**src/rtl/fp_pkg.sv**
```systemverilog
// Shared single-precision float format for the FP adder pipeline.
package fp;

  localparam int FRACTION_BITS = 23;
  localparam int EXP_BITS      = 8;

  localparam logic [EXP_BITS-1:0] EXP_MAX = '1;

  typedef struct packed {
    logic                     sign;
    logic [EXP_BITS-1:0]      exp;
    logic [FRACTION_BITS-1:0] frac;
  } float;

endpackage

```
**src/rtl/fp_carry_round.sv**
```systemverilog
// Carry-out path of the normalizer: shift right by one, round to nearest
// even on the dropped bit, and bump the exponent (saturating to Inf).
module fp_carry_round
  import fp::*;
(
  input  logic [FRACTION_BITS+1:0] mant,
  input  logic [EXP_BITS-1:0]      exp,
  output logic [FRACTION_BITS-1:0] frac,
  output logic [EXP_BITS-1:0]      exp_next,
  output logic                     overflow
);

  localparam int F  = FRACTION_BITS;
  localparam int EW = EXP_BITS + 1;

  logic [F-1:0]  frac_kept;
  logic          round_up;
  logic [F:0]    frac_sum;
  logic          sig_ovf;
  logic [EW-1:0] exp_wide;

  // Round the fraction field only; a carry out of it with the carry bit set
  // means the significand rounded up to 2.0 and needs one more exponent step.
  always_comb begin
    frac_kept = mant[F:1];
    round_up  = mant[0] & mant[1];
    frac_sum  = {1'b0, frac_kept} + {{F{1'b0}}, round_up};
    sig_ovf   = frac_sum[F] & mant[F+1];
    exp_wide  = {1'b0, exp} + EW'(1) + EW'(sig_ovf);
    overflow  = exp_wide >= {1'b0, EXP_MAX};
    exp_next  = overflow ? EXP_MAX : exp_wide[EW-2:0];
    frac      = (overflow || sig_ovf) ? '0 : frac_sum[F-1:0];
  end

endmodule

```
**src/rtl/fp_normalize_round.sv**
```systemverilog
// Post-add normalizer: carry-out handled with an RNE right shift, otherwise
// left-shifts one bit per cycle until normalized or denormal.
module fp_normalize_round
  import fp::*;
#(
  parameter bit FTZ = 1'b0
) (
  input  logic                     clock,
  input  logic                     reset,
  input  logic                     in_valid,
  output logic                     in_ready,
  input  logic [FRACTION_BITS+1:0] sum,
  input  logic [EXP_BITS-1:0]      exp_in,
  input  logic                     sign_in,
  output logic                     out_valid,
  input  logic                     out_ready,
  output float                     result,
  output logic                     busy
);

  localparam int F  = FRACTION_BITS;
  localparam int EW = EXP_BITS + 1;

  typedef enum logic [1:0] {IDLE, CHECK, SHIFT, DONE} state_t;

  state_t              state_q, state_d;
  logic [F+1:0]        mant_q, mant_d;
  logic [EXP_BITS-1:0] exp_q, exp_d;
  logic                sign_q, sign_d;
  float                result_q, result_d;

  logic [F+1:0]        mant_shl;
  logic [EW-1:0]       exp_dec;
  logic [F-1:0]        cr_frac;
  logic [EXP_BITS-1:0] cr_exp;
  logic                cr_ovf;

  assign mant_shl = {mant_q[F:0], 1'b0};
  assign exp_dec  = {1'b0, exp_q} - EW'(1);

  fp_carry_round u_carry_round (
    .mant     (mant_q),
    .exp      (exp_q),
    .frac     (cr_frac),
    .exp_next (cr_exp),
    .overflow (cr_ovf)
  );

  // State and datapath registers; reset drops any transaction in flight.
  always_ff @(posedge clock or posedge reset) begin
    if (reset) begin
      state_q  <= IDLE;
      mant_q   <= '0;
      exp_q    <= '0;
      sign_q   <= 1'b0;
      result_q <= '0;
    end else begin
      state_q  <= state_d;
      mant_q   <= mant_d;
      exp_q    <= exp_d;
      sign_q   <= sign_d;
      result_q <= result_d;
    end
  end

  // Next-state and datapath update; the result is latched on entry to DONE.
  always_comb begin
    state_d  = state_q;
    mant_d   = mant_q;
    exp_d    = exp_q;
    sign_d   = sign_q;
    result_d = result_q;
    unique case (state_q)
      IDLE: begin
        if (in_valid) begin
          mant_d  = sum;
          exp_d   = exp_in;
          sign_d  = sign_in;
          state_d = CHECK;
        end
      end
      CHECK: begin
        state_d = DONE;
        if (exp_q == EXP_MAX) begin
          result_d.sign = sign_q;
          result_d.exp  = exp_q;
          result_d.frac = mant_q[F-1:0];
        end else if (mant_q == '0) begin
          result_d = '0;
        end else if (mant_q[F+1]) begin
          result_d.sign = sign_q;
          result_d.exp  = cr_exp;
          result_d.frac = cr_ovf ? '0 : cr_frac;
        end else if (mant_q[F]) begin
          result_d.sign = sign_q;
          result_d.exp  = exp_q;
          result_d.frac = mant_q[F-1:0];
        end else if (exp_q <= EXP_BITS'(1)) begin
          result_d.sign = sign_q;
          result_d.exp  = '0;
          result_d.frac = FTZ ? '0 : mant_q[F-1:0];
        end else begin
          state_d = SHIFT;
        end
      end
      SHIFT: begin
        mant_d = mant_shl;
        exp_d  = exp_dec[EXP_BITS-1:0];
        if (mant_shl[F]) begin
          result_d.sign = sign_q;
          result_d.exp  = exp_dec[EXP_BITS-1:0];
          result_d.frac = mant_shl[F-1:0];
          state_d       = DONE;
        end else if (exp_dec == EW'(1)) begin
          // Reached the minimum exponent still unnormalized: encode as denormal.
          result_d.sign = sign_q;
          result_d.exp  = '0;
          result_d.frac = FTZ ? '0 : mant_shl[F-1:0];
          state_d       = DONE;
        end
      end
      DONE: begin
        if (out_ready) begin
          state_d = IDLE;
        end
      end
      default: state_d = IDLE;
    endcase
  end

  // Handshake and status outputs decoded from the current state.
  always_comb begin
    in_ready  = (state_q == IDLE);
    out_valid = (state_q == DONE);
    busy      = (state_q != IDLE);
    result    = result_q;
  end

endmodule
```
**config.mk**
```make
export PLATFORM = sky130hd
export DESIGN_NAME = fp_normalize_round
export DESIGN_NICKNAME = d
export VERILOG_FILES = /design/src/rtl/fp_pkg.sv /design/src/rtl/fp_carry_round.sv /design/src/rtl/fp_normalize_round.sv
export SDC_FILE = /design/constraint.sdc
export NUM_CORES = 1
export LEC_CHECK = 0
export CORE_MARGIN = 2
export CORE_UTILIZATION = 40
export CTS_CLUSTER_DIAMETER = 200
export DETAILED_ROUTE_END_ITERATION = 8
export PLACE_DENSITY = 0.73
export SETUP_SLACK_MARGIN = 0.1
export SYNTH_ARGS = -nofsm -noshare
export SYNTH_HDL_FRONTEND = slang
export SYNTH_SLANG_ARGS = --single-unit
```
**constraint.sdc**
```tcl
create_clock -name clock -period 3.25 [get_ports clock]
set_input_delay 0.325 -clock clock [delete_from_list [all_inputs] [get_ports clock]]
set_output_delay 0.325 -clock clock [all_outputs]
set_load 0.02 [all_outputs]
```
==> impl_results.md <==
- Max_cap viols: 0
- Util after Layout: approximately 57%
- Run status: finished with violations
- Failing checks: negative setup slack
- PortBufs: slightly above 70
- Crit path capture type: register
- Synth top area cells: dfrtp_1 36%, nand2_1 7.5%, o21ai_0 5.4%
- Die H: 113 um
- Distinct cells, synth: 64
- Post-Synth Simple-Gate Area: 21.1%
- Slew Limit Fails: 0
- Number of synthesized register bits: 68
- Num rows: 39
- Post-DP HPWL: 10.7 mm
- Share of layout cells above drive strength 1: a little over a fifth
- Clock Tree Root: clkbuf_16
- RSZ-0062 raised after global routing: true
- Number of synthesized flops with an enable pin: 0
- Per-cell routed wire length: 19.3 um
- Syn_nets: 622
- Worst slew pin tran: 883 ps
- Adder-cell area share of the yosys netlist: 2.91%
- Syn. warnings: 0
- Die Wd: 113 um
- 1st-iter DRT viols: 436
- Rel. slew slack: 41.0%
- Cell area after layout: 0.00655 mm^2
- Final min period: 3380 ps
- Routed Antenna Nets: 0
- Setup ws final: -126 ps
- Largest net degree at the start of global routing: 41
- Latest clock arrival within the worst-skew pair: 340 ps
- Global placer's final weighted congestion: 0.938
- Post-synth top area share: 36.0%
- Worst vdd ir: around 0.0007 V
- HP Class: in2async
- Ys flop type: dfrtp_1
- Mux cell area share after synthesis: ~4.5%
- Final WL: around 16 mm
- Mapped Area: approximately 0.0047 mm^2
- Drc violations: 0
- Total GRT Usage: about a quarter
- Static Leak: between 0.002 and 0.003 uW
- Setup CP Type: reg2reg
- Post-synthesis sequential area ratio: 36.0%
- CP Max Fanout: 8
- Synth-to-layout area growth: 38.6%
- DP Area: 0.00588 mm^2
- Clock slew at reported path FFs: 60 ps
- Main combinational cell family by area after synthesis: compound AO/OA/AOI/OAI gates
- Post-synth top area cell: dfrtp_1
- Total number of vias: 4915
- Final setup fails: 3
- CP required: ~3400 ps
- First-pass GRT wire length: 25.2 mm
- Startpoint types: register
- Nets: a little over 700
- Number of I/O pins: 73
- Endpoints failing hold: 0
- Num CTS Buffers: 9
- Synth cell count leaders: 94 x nand2_1, 68 x dfrtp_1, 51 x o21ai_0, 30 x clkbuf_1, 30 x nor2_1
- H-tree levels: 3
- GR Overflow Total: 0
- Vias in the first global route: 4719
- Pre-antenna DRT Iters: 5
- Count leader, synth: nand2_1
- Pwr Density: 1130 mW/mm^2
- DR vias/cell: 5.95
- Placeable Area: 0.0115 mm^2
- Mean Syn Cell Area: 8.25 um^2
- Data arrival time of the critical path: 3560 ps
- Maximum clock path buffer count: 2
- Asr flop ratio synth: 100%
- Final Skew: between 5 and 6 ps
- Initial antenna violation count: 1
- Mapped Cells: 573
- # clock sinks: 68
- Compound-Gate Fraction of Synth Area: 25.1%
- Period utilisation layout: 104%
- XOR/XNOR Fraction of Synth Area: 3.70%
- Peak Freq: 296 MHz
- Starting density of the core: between 40% and 50%
- Die area: approximately 0.013 mm^2
- CTS tree: built
[worst max-delay path, stage by stage (launching register included)]
cell       delay [ps]
dfrtp_1           360
nand2_2            80
nor4_4            320
and3_4            240
nand4_1           150
ha_2              250
inv_2              60
ha_4              130
nand4b_1          100
or3_1             350
a21boi_2          190
o2111ai_4         210
buf_6             200
and4b_1           210
a221oi_2          250
o41ai_2           110
[timing repair]
action,4_1_cts,5_1_grt
endpoints found under the hold margin,0,0
gates cloned,1,0
setup buffers,13,6
gates resized for setup,14,40
hold buffers,0,0
endpoints found under the setup margin,25,27
pin swaps,9,15
[flip-flops by register name, indices dropped and copies added (netlist names)]
register,cells
result,32
exp_q,8
state_q,2
mant_q,25
sign_q,1
[cells in the final DEF (no fill, tap or decap), types with 3 or more instances in the layout]
cell type	synthesis	routed
a211o_1	4	4
a21boi_0	11	10
a21o_1	4	4
a21oi_1	28	26
a221oi_2	1	4
a22o_1	5	5
a22oi_1	7	3
a22oi_2	0	4
a32oi_1	5	3
and2_1	7	5
and2_4	0	3
and3_1	7	6
and4_1	3	3
buf_4	0	68
buf_6	2	5
clkbuf_16	0	9
clkdlybuf4s50_1	0	72
dfrtp_1	68	68
ha_1	11	8
inv_1	19	17
mux2i_1	19	19
nand2_1	94	91
nand3_1	17	15
nand4_1	13	13
nor2_1	30	30
nor3_1	15	15
nor3b_1	3	3
nor4_1	8	7
o21ai_0	51	42
o21ai_1	0	3
o21ai_2	1	6
o221ai_1	7	5
o22a_1	7	7
o311ai_1	3	3
o31ai_1	5	5
xnor2_1	14	14
xor2_1	6	6
[cell families (layout without fill, tap and decap cells)]
family | count (synthesis) | after routing
AND/OR/NAND/NOR | 209 | 210
AO/OA/AOI/OAI | 170 | 170
buffers and inverters | 74 | 182
flip-flops | 68 | 68
multiplexers | 21 | 21
XOR/XNOR | 20 | 20
adder cells (fa/ha/maj) | 11 | 11
other | 0 | 1
[per-stage QoR]
stage | hold WS, ps | std cells | setup WS (ps) | power [uW] | setup TNS (ps)
finish | 176 | 826 | -126 | 7420 | -166
detailed placement | 475 | 791 | -114 | 5990 | -336
global placement | 468 | 791 | 74.0 | 5900 | 0
floorplan | 470 | 573 | 102 | 4430 | 0
CTS | 183 | 820 | 83.2 | 7120 | 0
global route | 191 | 825 | -215 | 7910 | -1880
[metal layers]
layer / track usage (%) / vias up / part of all wire (%)
li1: - / 2282 / -
met1: 35.7 / 2355 / 44
met2: 38.4 / 233 / 45
met3: 4.34 / 45 / 8.2
met4: 7.97 / 0 / 2.6
met5: 0 / - / 0
[final cells by class]
class	count	area, um^2
multi-input combinational	432	2970
inverter	19	71.3
timing repair buffer	147	1330
antenna	1	2.50
clock inverter	4	47.5
fill	1030	4910
clock buffer	12	256
sequential	68	1700
tap	143	179
[where the power goes]
group          internal, uW  leakage, uW  switching (uW)  total [uW]
combinational          2000      0.00168            2850        4850
clock                   634     0.000149             379        1010
sequential             1260     0.000852             305        1560
[final timing paths]
check	from	to	slack, ps	cells after the start
worst max-delay path	mant_q[7]	result[0]	-130	15
worst min-delay path	reset	exp_q[0]	180	2
worst max register to register	mant_q[7]	result[0]	-130	15
worst min register to register	result[16]	result[16]	480	2
max in group asynchronous	reset	mant_q[11]	2300	3
min in group clock	result[16]	result[16]	480	2
Power figures use the tool's default switching activity.
